**src/rtl/microwave_keypad_debouncer_if.sv**
```systemverilog
// ---------------------------------------------------------------------------
// microwave_keypad_debouncer_if
//   Groups the raw keypad inputs and the qualified key outputs.
//   key_raw_n : 10 raw active-low buttons (bit i = digit i)
//   keypad    : one-hot digit pulse, all-zero when idle
//   key_code  : binary digit 0-9 of the current pulse, 0 when idle
//   key_valid : high exactly while keypad is non-zero
//   master : the button/consumer side (drives key_raw_n)
//   slave  : the debouncer itself
// ---------------------------------------------------------------------------
interface microwave_keypad_debouncer_if;
  logic [9:0] key_raw_n;
  logic [9:0] keypad;
  logic [3:0] key_code;
  logic       key_valid;

  modport master (output key_raw_n, input keypad, input key_code, input key_valid);
  modport slave  (input key_raw_n, output keypad, output key_code, output key_valid);
endinterface

```
**src/rtl/microwave_keypad_debouncer.sv**
```systemverilog
// ---------------------------------------------------------------------------
// microwave_keypad_debouncer
//   Turns ten bouncing active-low push buttons into one clean one-hot pulse
//   per qualified press, plus a binary key code and a valid strobe.
//
//   Ports:
//     clock  : system clock, rising edge
//     clearn : asynchronous active-low reset
//     kp     : microwave_keypad_debouncer_if.slave (key_raw_n in;
//              keypad, key_code, key_valid out, all registered)
//
//   Parameters:
//     DEBOUNCE_CYCLES : stable samples needed to accept a press or release
//     PULSE_CYCLES    : clocks each accepted press is presented
//     REPEAT_CYCLES   : held-key repeat interval (repeat build only)
//
//   Optional feature: define MWO_KEY_REPEAT_EN to re-emit the held key every
//   REPEAT_CYCLES clocks spent in HOLD with the same key down.
// ---------------------------------------------------------------------------
module microwave_keypad_debouncer #(
  parameter int DEBOUNCE_CYCLES = 4,
  parameter int PULSE_CYCLES    = 2,
  parameter int REPEAT_CYCLES   = 50
) (
  input  logic                          clock,
  input  logic                          clearn,
  microwave_keypad_debouncer_if.slave   kp
);

  // One width serves every counter; each stops at its own terminal value.
  localparam int MAX_DP  = (DEBOUNCE_CYCLES > PULSE_CYCLES) ? DEBOUNCE_CYCLES : PULSE_CYCLES;
  localparam int MAX_CYC = (MAX_DP > REPEAT_CYCLES) ? MAX_DP : REPEAT_CYCLES;
  localparam int CW      = $clog2(MAX_CYC + 1);

  localparam logic [CW-1:0] ONE        = CW'(1);
  localparam logic [CW-1:0] DEB_END    = CW'(DEBOUNCE_CYCLES);
  localparam logic [CW-1:0] PULSE_LOAD = CW'(PULSE_CYCLES);
`ifdef MWO_KEY_REPEAT_EN
  localparam logic [CW-1:0] REP_END    = CW'(REPEAT_CYCLES);
`endif

  typedef enum logic [1:0] {S_IDLE, S_DEBOUNCE, S_PRESS, S_HOLD} state_t;

  function automatic logic [3:0] onehot_index(input logic [9:0] v);
    logic [3:0] idx;
    idx = 4'd0;
    for (int i = 0; i < 10; i++) begin
      if (v[i]) idx = 4'(i);
    end
    return idx;
  endfunction

  state_t          state_q, state_d;
  logic [9:0]      sync1_q, sync2_q;
  logic [9:0]      cand_q, cand_d;
  logic [CW-1:0]   cnt_q, cnt_d;
  logic [CW-1:0]   pcnt_q, pcnt_d;
  logic [CW-1:0]   rcnt_q, rcnt_d;
`ifdef MWO_KEY_REPEAT_EN
  logic [CW-1:0]   rcpt_q, rcpt_d;
`endif
  logic [9:0]      keypad_q, keypad_d;
  logic [3:0]      key_code_q, key_code_d;
  logic            key_valid_q, key_valid_d;

  logic [9:0]      sample;
  logic            single;

  assign sample = ~sync2_q;
  assign single = $onehot(sample);

  // State register. Reset lands in HOLD so a key held across reset must be
  // seen released before it can be accepted again.
  // NOTE: sequential state uses non-blocking assignments so every flop
  // samples the pre-edge value of every other flop.
  always_ff @(posedge clock or negedge clearn) begin
    if (!clearn) begin
      state_q     <= S_HOLD;
      sync1_q     <= '1;
      sync2_q     <= '1;
      cand_q      <= '0;
      cnt_q       <= '0;
      pcnt_q      <= '0;
      rcnt_q      <= '0;
`ifdef MWO_KEY_REPEAT_EN
      rcpt_q      <= '0;
`endif
      keypad_q    <= '0;
      key_code_q  <= '0;
      key_valid_q <= 1'b0;
    end else begin
      // Two-flop synchroniser: key_raw_n is asynchronous to clock.
      sync1_q     <= kp.key_raw_n;
      sync2_q     <= sync1_q;
      state_q     <= state_d;
      cand_q      <= cand_d;
      cnt_q       <= cnt_d;
      pcnt_q      <= pcnt_d;
      rcnt_q      <= rcnt_d;
`ifdef MWO_KEY_REPEAT_EN
      rcpt_q      <= rcpt_d;
`endif
      keypad_q    <= keypad_d;
      key_code_q  <= key_code_d;
      key_valid_q <= key_valid_d;
    end
  end

  // Next-state and counter logic.
  // NOTE: every signal gets a default at the top so no path infers a latch.
  always_comb begin
    state_d = state_q;
    cand_d  = cand_q;
    cnt_d   = cnt_q;
    pcnt_d  = pcnt_q;
    rcnt_d  = rcnt_q;
`ifdef MWO_KEY_REPEAT_EN
    rcpt_d  = rcpt_q;
`endif
    unique case (state_q)
      S_IDLE: begin
        if (single) begin
          cand_d = sample;
          cnt_d  = ONE;
          // With a one-sample debounce the first matching sample is enough.
          if (DEB_END == ONE) begin
            state_d = S_PRESS;
            pcnt_d  = PULSE_LOAD;
            cnt_d   = '0;
          end else begin
            state_d = S_DEBOUNCE;
          end
        end
      end
      S_DEBOUNCE: begin
        if (sample != cand_q) begin
          state_d = S_IDLE;
          cnt_d   = '0;
        end else if (cnt_q + ONE == DEB_END) begin
          state_d = S_PRESS;
          pcnt_d  = PULSE_LOAD;
          cnt_d   = '0;
        end else begin
          cnt_d = cnt_q + ONE;
        end
      end
      S_PRESS: begin
        // Inputs are ignored here: the pulse always runs its full length.
        if (pcnt_q == ONE) begin
          state_d = S_HOLD;
          pcnt_d  = '0;
          rcnt_d  = '0;
`ifdef MWO_KEY_REPEAT_EN
          rcpt_d  = '0;
`endif
        end else begin
          pcnt_d = pcnt_q - ONE;
        end
      end
      S_HOLD: begin
        if (sample == '0) begin
          if (rcnt_q + ONE == DEB_END) begin
            state_d = S_IDLE;
            rcnt_d  = '0;
          end else begin
            rcnt_d = rcnt_q + ONE;
          end
        end else begin
          rcnt_d = '0;
        end
`ifdef MWO_KEY_REPEAT_EN
        // cand is zero straight out of reset; never repeat a non-key.
        if ((sample == cand_q) && (cand_q != '0)) begin
          if (rcpt_q + ONE == REP_END) begin
            state_d = S_PRESS;
            pcnt_d  = PULSE_LOAD;
            rcpt_d  = '0;
          end else begin
            rcpt_d = rcpt_q + ONE;
          end
        end else begin
          rcpt_d = '0;
        end
`endif
      end
      default: state_d = S_IDLE;
    endcase
  end

  // Outputs are registered from the next state so the pulse appears on the
  // same edge that enters PRESS.
  always_comb begin
    keypad_d    = '0;
    key_code_d  = '0;
    key_valid_d = 1'b0;
    if (state_d == S_PRESS) begin
      keypad_d    = cand_d;
      key_code_d  = onehot_index(cand_d);
      key_valid_d = 1'b1;
    end
  end

  assign kp.keypad    = keypad_q;
  assign kp.key_code  = key_code_q;
  assign kp.key_valid = key_valid_q;

endmodule

```
**src/flat_wrapper.sv**
```systemverilog
// flat-port wrapper written by rule: the top's interface ports become plain ports
module microwave_keypad_debouncer_flat 
#(
  parameter int DEBOUNCE_CYCLES = 4,
  parameter int PULSE_CYCLES    = 2,
  parameter int REPEAT_CYCLES   = 50
)
  (clock, clearn, kp_key_raw_n, kp_keypad, kp_key_code, kp_key_valid);
  microwave_keypad_debouncer_if kp_i ();
  input  logic clock;
  input  logic clearn;
  input wire logic [$bits(kp_i.key_raw_n)-1:0] kp_key_raw_n;
  output wire logic [$bits(kp_i.keypad)-1:0] kp_keypad;
  output wire logic [$bits(kp_i.key_code)-1:0] kp_key_code;
  output wire logic [$bits(kp_i.key_valid)-1:0] kp_key_valid;
  assign kp_i.key_raw_n = kp_key_raw_n;
  assign kp_keypad = kp_i.keypad;
  assign kp_key_code = kp_i.key_code;
  assign kp_key_valid = kp_i.key_valid;
  microwave_keypad_debouncer #(.DEBOUNCE_CYCLES(DEBOUNCE_CYCLES), .PULSE_CYCLES(PULSE_CYCLES), .REPEAT_CYCLES(REPEAT_CYCLES)) u_core (.clock(clock), .clearn(clearn), .kp(kp_i));
endmodule
```
**config.mk**
```make
export PLATFORM = sky130hd
export DESIGN_NAME = microwave_keypad_debouncer_flat
export DESIGN_NICKNAME = d
export VERILOG_FILES = /design/src/rtl/microwave_keypad_debouncer_if.sv /design/src/rtl/microwave_keypad_debouncer.sv /design/src/flat_wrapper.sv
export SDC_FILE = /design/constraint.sdc
export NUM_CORES = 1
export LEC_CHECK = 0
export CELL_PAD_IN_SITES_DETAIL_PLACEMENT = 1
export CELL_PAD_IN_SITES_GLOBAL_PLACEMENT = 2
export CORE_UTILIZATION = 35
export DETAILED_ROUTE_END_ITERATION = 12
export DONT_BUFFER_PORTS = 1
export GPL_TIMING_DRIVEN = 0
export PLACE_DENSITY_LB_ADDON = 0.1
export SYNTH_ARGS = -nofsm -noshare
export SYNTH_HDL_FRONTEND = slang
export SYNTH_SLANG_ARGS = --single-unit
```
**constraint.sdc**
```tcl
create_clock -name clock -period 12.1 [get_ports clock]
set_input_delay 1.815 -clock clock [delete_from_list [all_inputs] [get_ports clock]]
set_output_delay 1.815 -clock clock [all_outputs]
set_load 0.01 [all_outputs]
```
# Word-level counts from Yosys, hierarchy flattened
# Cells that the tools add are included.
dict set report totals {
  in_bits 12
  register_bits 65
}
dict set report classes {
  n_bitwise 1
  n_mux 33
  eq_ne 13
  reduce_logical 8
  n_addsub 12
}
# cell count
set op_table {}
lappend op_table {{$mux W6} 9}
lappend op_table {{$pmux W6 S2} 3}
lappend op_table {{$mux W10} 3}
lappend op_table {{$add A4 B4 Y4} 4}
lappend op_table {{$mux W2} 8}
lappend op_table {{$add A6 B1 Y6 const B} 2}
lappend op_table {{$eq A6 B3 Y1 const B} 2}
lappend op_table {{$mux W3} 4}
lappend op_table {{$mux W4} 3}
lappend op_table {{$add A1 B1 Y2} 5}
lappend op_table {{$logic_not A10 Y1} 1}
lappend op_table {{$ne A10 B10 Y1} 1}
lappend op_table {{$not A10 Y10} 1}
lappend op_table {{$pmux W2 S4} 1}
lappend op_table {{$eq A2 B2 Y1 const B} 3}
lappend op_table {{$eq A6 B1 Y1 const B} 1}
lappend op_table {{$ne A2 B1 Y1 const B} 3}
lappend op_table {{$reduce_bool A2 Y1} 3}
lappend op_table {{$sub A6 B1 Y6 const B} 1}
lappend op_table {{$eq A4 B1 Y1 const B} 1}
lappend op_table {{$reduce_and A2 Y1} 2}
lappend op_table {{$reduce_and A3 Y1} 1}
lappend op_table {{$eq A2 B1 Y1 const B} 1}
lappend op_table {{$logic_not A2 Y1} 1}
lappend op_table {{2 further kinds} 3}

# Logic depth before layout (Yosys ltp)
# Gate-level depths: netlist (run 1).
dict set report depth {
  ltp_word 18
  mapped_depth 14
  ltp_nobuf 13
}

# Least setup slack after synthesis (run 1)
# Ideal clock, no wire load.
dict set report synth_path {
  path_kind {reg2reg}
  startpoint {reg u_core.sync2_q[1]}
  endpoint {reg u_core.key_code_q[0], in the netlist u_core.kp.key_code[0]}
  path_stages_with_launch 14
  synth_period_minus_slack_ps 4164
  arrival_ps 4044
  setup_slack_ps 7936
  required_ps 11979
  setup_ps 121
  path_cell_list {dfstp_2 > inv_1 > ha_1 > inv_1 > fa_1 > fa_1 > fa_1 > fa_1 > or3b_2 > o22ai_1 > nand3_1 > mux2_2 > nor3_1 > nor2_1}
}
# element line
set synth_lines {}
lappend synth_lines {{start: declaration} microwave_keypad_debouncer.sv:54} ;# logic [9:0] sync1_q, sync2_q;
lappend synth_lines {{start signal: assignment} microwave_keypad_debouncer.sv:94} ;# sync2_q <= sync1_q;
lappend synth_lines {{$not A10 Y10} microwave_keypad_debouncer.sv:69} ;# assign sample = ~sync2_q;
lappend synth_lines {{$add A1 B1 Y2 (not written as such)} microwave_keypad_debouncer.sv:70} ;# assign single = $onehot(sample);
lappend synth_lines {{$add A4 B4 Y4 (not written as such) (3 in series)} microwave_keypad_debouncer.sv:70}
lappend synth_lines {{$eq A4 B1 Y1} microwave_keypad_debouncer.sv:70}
lappend synth_lines {{$mux W10} microwave_keypad_debouncer.sv:122} ;# if (single) begin
lappend synth_lines {{$mux W10} microwave_keypad_debouncer.sv:120} ;# unique case (state_q)
lappend synth_lines {{via u_core.cand_d[9]} microwave_keypad_debouncer.sv:55} ;# logic [9:0] cand_q, cand_d;
lappend synth_lines {{$mux W4} microwave_keypad_debouncer.sv:48} ;# if (v[i]) idx = 4'(i);
lappend synth_lines {{$mux W4} microwave_keypad_debouncer.sv:196} ;# if (state_d == S_PRESS) begin
lappend synth_lines {{via u_core.key_code_d[0]} microwave_keypad_debouncer.sv:63} ;# logic [3:0] key_code_q, key_code_d;
lappend synth_lines {{end signal: assignment} microwave_keypad_debouncer.sv:104} ;# key_code_q <= key_code_d;
lappend synth_lines {{end: declaration} microwave_keypad_debouncer.sv:63}
# The timed path passes the listed nets, and every way through them passes these cells.
# A chain may end at the register's enable or synchronous reset.

# Worst setup path in the final report (run 1)
dict set report layout_path {
  startpoint {reg u_core.sync2_q[2]}
  endpoint {reg u_core.key_code_q[3], in the netlist u_core.kp.key_code[3]}
}
dict set report layout_between {
  elab_chain_cells 11
}
# element line
set layout_lines {}
lappend layout_lines {{$not A10 Y10 *} microwave_keypad_debouncer.sv:69}
lappend layout_lines {{parallel branches: the longest is 9 deep, another holds $add A4 B4 Y4} --}
lappend layout_lines {{$mux W4 *} microwave_keypad_debouncer.sv:196}
lappend layout_lines {{via u_core.key_code_d[3]} microwave_keypad_debouncer.sv:63}
# Mark *: on every way through the listed nets, which the timed path passes.

==> impl_metrics.toml, run 1 <==
[synthesis]
synth_edf_count = 0
ys_async_sr_fraction_pct = 100
synth.distinct_cells = 50
synth.cell_area_um2 = 3340
syn_area_per_cell_um2 = 10.2
yosys_warnings = 0
ys_seq_area_share_pct = 49.6
synth-seq-cells = 65
syn_inst = 326
ys.flop_type = "dfrtp_1"
syn_nets = 367

[detailed_routing]
antenna_left = 0
drcViolationCount = 0
drt-wirelength-per-cell_um = 15.5
dr.pass1.iters = 4
drt_wl_total_um = 7320
vias_per_cell = 4.93
vias = 2321
drt_iter0_markers = 48

[grt]
grtUsageTotal_pct = 16.7
antenna_found_initial = 0
grt_pass1_wl_um = 12700
first_global_vias = 2499
grt_overflow = 0
grt_start_max_net_pins = 66

[worst_setup_path]
crit_arrival_ps = 5100
path_max_fanout = 10
cp_common_cell = "fa_1"
worstSetupPathType = "register to register"
cp-end-kind = "register"
cp_slowest_cell = "dfstp_2"
startpoint_type = "register"
path_delay_family = "adder cells"
worst_r2r_path_depth = 13
critPathMaxStageDelay_ps = 600
critical_path_buf_inv_count = 3
cp.depth = 13
required_ps = 12390
crit_chain = "inv_1 > ha_1 > inv_1 > fa_1 > fa_1 > fa_1 > fa_1 > or3b_2 > o22ai_1 > nand3_1 > clkbuf_1 > a21oi_1 > and2b_1"

[timing]
fin_skew_ps = 13.5
tns_ps = 0
rsz0062_at_grt = "false"
finalSetupViolCount = 0
max_freq_mhz = 208
tightest_slew_ps = 683
slew_headroom_pct = 53.9
min_period_over_period_pct = 39.7
drv_slew = 0
period_minus_slack_ps = 4800
finalWorstSetupSlack_ps = 7300
hold_viol_final = 0

[clocking]
cts_buffers = 9
ctsResizeCount = 0
cts_tree = "yes"
clock_sinks = 65
cts_root_buf = "clkbuf_8"
cts_setup_buffers = 0
clock_latency_ps = 350
cts_hold_buf = 0
clockBufferDepth = 2
clk_pin_slew_ps = 90
h-tree-depth = 3

[pwr]
p_int_uw = 419
combPwrFrac_pct = 22.4
ir_drop_v = 0.0000756
leakage_nw = 1.71
switchingPower_uw = 212
seqPwrFrac_pct = 42.7
powerDensity_nw_per_um2 = 169
p_sw_share_pct = 33.6
p_clk_share_pct = 34.9

[final_layout]
drive_above_1_share_pct = 13.7
fin_nets = 378
fillerInstances = 1034
areaGrowthSynthToFinish_pct = 11.8
antenna_cells = 0

[run_status]
status = "finished, final reports clean"

[die]
start_util_pct = 36.1
rows = 35
ioPinCount = 27
core_area_um2 = 9240
dieArea_um2 = 9930
fp.dieH_um = 99.6
fp.dieW_um = 99.6

[placement]
dp_hpwl_um = 5250
dp_slack_ps = 7290
port_buffers = 0
place.gp.congestion = 0.763

[job]
maxCapViolCount = 0

[min_path]
hold-path-cell-count = 0
holdCritPathClass = "register to register"
-- metrics by stage --
step                      instances  hold slack, ps  instance area [um^2]  power (mW)  util (%)
after global routing            471             356                  3730       0.678      40.4
after CTS                       471             354                  3730       0.644      40.4
after floorplan                 326             345                  3340       0.374         -
after detailed placement        455             347                  3500       0.417      37.9
final                           471             352                  3730       0.631      40.4
after global placement          455             346                  3500       0.415      37.9
-- cells in the mapped netlist, types with 3 or more instances --
master,count,area (um^2)
inv_1,35,131
nand3_1,9,45.0
xor2_1,12,105
clkbuf_1,3,11.3
nor2b_1,11,68.8
nor3_1,15,75.1
dfstp_2,22,578
fa_1,6,120
nand4_1,4,25.0
nand2_1,28,105
and2b_1,3,22.5
o21ai_0,30,150
nor2_1,18,67.6
o31ai_1,5,37.5
a21oi_1,12,60.1
dfrtp_1,43,1080
nand2b_1,3,18.8
a31oi_1,4,25.0
ha_1,23,288
-- placed cells by master, fill, tap and decap left out, types with 3 or more instances in the layout --
| cell | Yosys | final |
|---|---|---|
| dfstp_2 | 22 | 22 |
| o31ai_1 | 5 | 5 |
| and2b_1 | 3 | 3 |
| inv_1 | 35 | 35 |
| nor2_1 | 18 | 18 |
| clkbuf_8 | 0 | 9 |
| a21oi_1 | 12 | 12 |
| nand2_1 | 28 | 28 |
| fa_1 | 6 | 6 |
| nand4_1 | 4 | 4 |
| clkbuf_1 | 3 | 3 |
| a31oi_1 | 4 | 4 |
| dfrtp_1 | 43 | 43 |
| nor3_1 | 15 | 15 |
| nand2b_1 | 3 | 3 |
| nand3_1 | 9 | 9 |
| nor2b_1 | 11 | 11 |
| o21ai_0 | 30 | 30 |
| xor2_1 | 12 | 12 |
| ha_1 | 23 | 23 |
-- flip-flops by register name, indices dropped and copies added (netlist names) --
| signal | count |
|---|---|
| u_core.state_q | 2 |
| u_core.kp.keypad | 10 |
| u_core.cand_q | 10 |
| u_core.sync2_q | 10 |
| u_core.sync1_q | 10 |
| u_core.cnt_q | 6 |
| u_core.kp.key_code | 4 |
| u_core.kp.key_valid | 1 |
| u_core.rcnt_q | 6 |
| u_core.pcnt_q | 6 |
-- routing by layer --
layer  vias to the layer above  track usage (%)  wire [um]
met4                         0             4.86        114
met3                         9             4.64        197
met2                        28             27.9       3560
met1                      1152             21.1       3450
met5                         -                0          0
li1                       1132                -          -
-- final timing paths --
check                                   from                    end  slack, ps
max                        u_core.sync2_q[2]  u_core.kp.key_code[3]       7300
min                        u_core.sync1_q[5]      u_core.sync2_q[5]        350
max reg2reg                u_core.sync2_q[2]  u_core.kp.key_code[3]       7300
min reg2reg                u_core.sync1_q[5]      u_core.sync2_q[5]        350
max in group asynchronous             clearn      u_core.sync1_q[5]      10720
min in group asynchronous             clearn       u_core.rcnt_q[5]       1150
-- logic make-up after synthesis --
logic type | Yosys count | synth area share, %
DFF | 65 | 49.6
xor gates and xnor gates | 13 | 3.41
AOI/OAI and AO/OA | 70 | 13.3
muxes | 1 | 0.337
buffers and inverters | 41 | 4.91
and+or+nand+nor | 107 | 16.3
adders and majority gates | 29 | 12.2
-- power groups by stage --
stage | clock network, mW | logic (mW) | registers, mW
finish | 0.220 | 0.141 | 0.270
floorplan | 0 | 0.110 | 0.264
global route | 0.237 | 0.166 | 0.274
CTS | 0.230 | 0.144 | 0.270
global placement | 0 | 0.141 | 0.273
detailed placement | 0 | 0.143 | 0.274
-- area by class of cell --
| cell class | count | area, um^2 | area share [%] |
|---|---|---|---|
| inverters | 35 | 131 | 3.52 |
| flip-flops and latches | 65 | 1650 | 44.3 |
| clock inverters | 7 | 108 | 2.88 |
| multi-input cells | 220 | 1520 | 40.7 |
| plain buffers | 6 | 32.5 | 0.872 |
| well taps | 129 | 161 | 4.33 |
| clock buffers | 9 | 124 | 3.32 |
(Power assumes the default switching activity.)
==> run 2, diff against run 1 <==
==> constraint.sdc (replaced) <==
create_clock -name clock -period 4.3 [get_ports clock]
set_input_delay 0.645 -clock clock [delete_from_list [all_inputs] [get_ports clock]]
set_output_delay 0.645 -clock clock [all_outputs]
set_load 0.01 [all_outputs]
==> impl_metrics.toml, run 2 (synthesis results as in run 1) <==
[worst_setup_path]
crit_arrival_ps = 4350
cp_slowest_cell = "dfstp_2"
startpoint_type = "register"
critical_path_buf_inv_count = 3
path_delay_family = "adder cells"
critPathMaxStageDelay_ps = 570
cp-end-kind = "register"
required_ps = 4570
path_max_fanout = 7
worstSetupPathType = "register to register"
crit_chain = "inv_1 > ha_1 > inv_1 > fa_1 > fa_1 > fa_2 > fa_2 > nor3b_2 > and2_4 > o31ai_1 > o211ai_2 > buf_6 > nor3_1"

[timing]
hold_viol_final = 0
max_freq_mhz = 245
finalSetupViolCount = 0
period_minus_slack_ps = 4090
tightest_slew_ps = 682
min_period_over_period_pct = 95.1
rsz0062_at_grt = "false"
fin_skew_ps = 15.7
slew_headroom_pct = 53.9
drv_slew = 0
finalWorstSetupSlack_ps = 213

[clocking]
clock_latency_ps = 350
h-tree-depth = 3
clock_sinks = 65
cts_root_buf = "clkbuf_8"
cts_tree = "yes"
cts_buffers = 9
clockBufferDepth = 2
clk_pin_slew_ps = 90

[die]
fp.dieH_um = 99.6
core_area_um2 = 9240
rows = 35
start_util_pct = 36.1
dieArea_um2 = 9930
fp.dieW_um = 99.6
ioPinCount = 27

[pwr]
powerDensity_nw_per_um2 = 483
leakage_nw = 1.80
ir_drop_v = 0.000217

[final_layout]
final_common_cell = "dfrtp_1"
stdcell_count = 481
areaGrowthSynthToFinish_pct = 17.9
final_core_util_pct = 42.6
drive_above_1_share_pct = 20.5
fin_nets = 388
mostFrequentLayoutCells = "dfrtp_1, inv_1, nand2_1, o21ai_0, ha_1"
antenna_cells = 0

[job]
maxCapViolCount = 0

[detailed_routing]
vias_per_cell = 4.91
drt_iter0_markers = 42
antenna_left = 0
dr.pass1.iters = 5
drt-wirelength-per-cell_um = 16.4
drcViolationCount = 0
drt_wl_total_um = 7900
vias = 2360

[grt]
first_global_vias = 2552
grt_overflow = 0
grt_start_max_net_pins = 44
grtUsageTotal_pct = 17.8
grt_pass1_wl_um = 13300
antenna_found_initial = 0

[min_path]
holdCritPathClass = "input port to asynchronous set/reset pin"

[placement]
placed_cells = 455
port_buffers = 0
dp_slack_ps = -513
place.gp.congestion = 0.763
dp_hpwl_um = 5250

[run_status]
status = "finished, final reports clean"
## run 2: cell types whose count changed in the layout (fill, tap and decap cells not counted), moves of 2 or more
| cell | delta |
|---|---|
| buf_4 | +8 |
| o21ai_0 | -5 |
| fa_1 | -2 |
| o21ai_1 | +5 |
| fa_2 | +2 |
| clkbuf_1 | -3 |
| nor3_1 | -3 |
| nor3_2 | +3 |
| buf_6 | +2 |
## run 2: repair_timing
action                                 CTS  global route
endpoints found under the hold margin   43             0
hold buffers                             1             0
pin swaps                                2             3
setup buffers                            7             1
resized for setup                       21            13
setup endpoints to repair               31            21
cloned                                   1             0
## run 2: final timing paths
| check | from | endpoint | slack [ps] | depth (start not counted) |
|---|---|---|---|---|
| max in group asynchronous | clearn | u_core.cand_q[6] | 3950 | 1 |
| worst min register to register | u_core.sync1_q[5] | u_core.sync2_q[5] | 350 | 0 |
| min in group clock | kp_key_raw_n[9] | u_core.sync1_q[9] | 280 | 0 |
| worst min-delay path | clearn | u_core.pcnt_q[2] | 120 | 1 |
| worst max-delay path | u_core.sync2_q[2] | u_core.kp.key_code[1] | 210 | 13 |
| worst max register to register | u_core.sync2_q[2] | u_core.kp.key_code[1] | 210 | 13 |
## run 2: power breakdown
part / switching [mW] / total (mW) / internal, mW
Combinational: 0.296 / 0.524 / 0.228
Clock: 0.282 / 0.621 / 0.339
Sequential: 0.0721 / 0.755 / 0.683
Total: 0.650 / 1.90 / 1.25
## run 2: area by class of cell
| type | instances | area [um^2] |
|---|---|---|
| Buffer | 6 | 55.1 |
| Clock buffer | 9 | 124 |
| Clock inverter | 7 | 108 |
| Fill cell | 1025 | 5310 |
| Inverter | 35 | 131 |
| Multi-Input combinational cell | 220 | 1600 |
| Sequential cell | 65 | 1650 |
| Tap cell | 129 | 161 |
| Timing Repair Buffer | 10 | 98.8 |
## run 2: metal layers
| metal | share of wire (%) | vias to the layer above | track usage, % |
|---|---|---|---|
| li1 | - | 1151 | - |
| met1 | 46 | 1167 | 22.2 |
| met5 | 0 | - | 0 |
| met4 | 2.2 | 0 | 6.00 |
| met2 | 49 | 28 | 29.7 |
| met3 | 3.0 | 14 | 4.99 |
## run 2: metrics by stage
step	setup TNS, ps	hold WS (ps)	power (mW)	area, um^2
floorplan	0	345	1.05	3340
global placement	-8250	346	1.17	3500
detailed placement	-7900	347	1.17	3500
CTS	0	111	1.90	3900
global route	0	96.1	2.03	3940
finish	0	123	1.90	3940
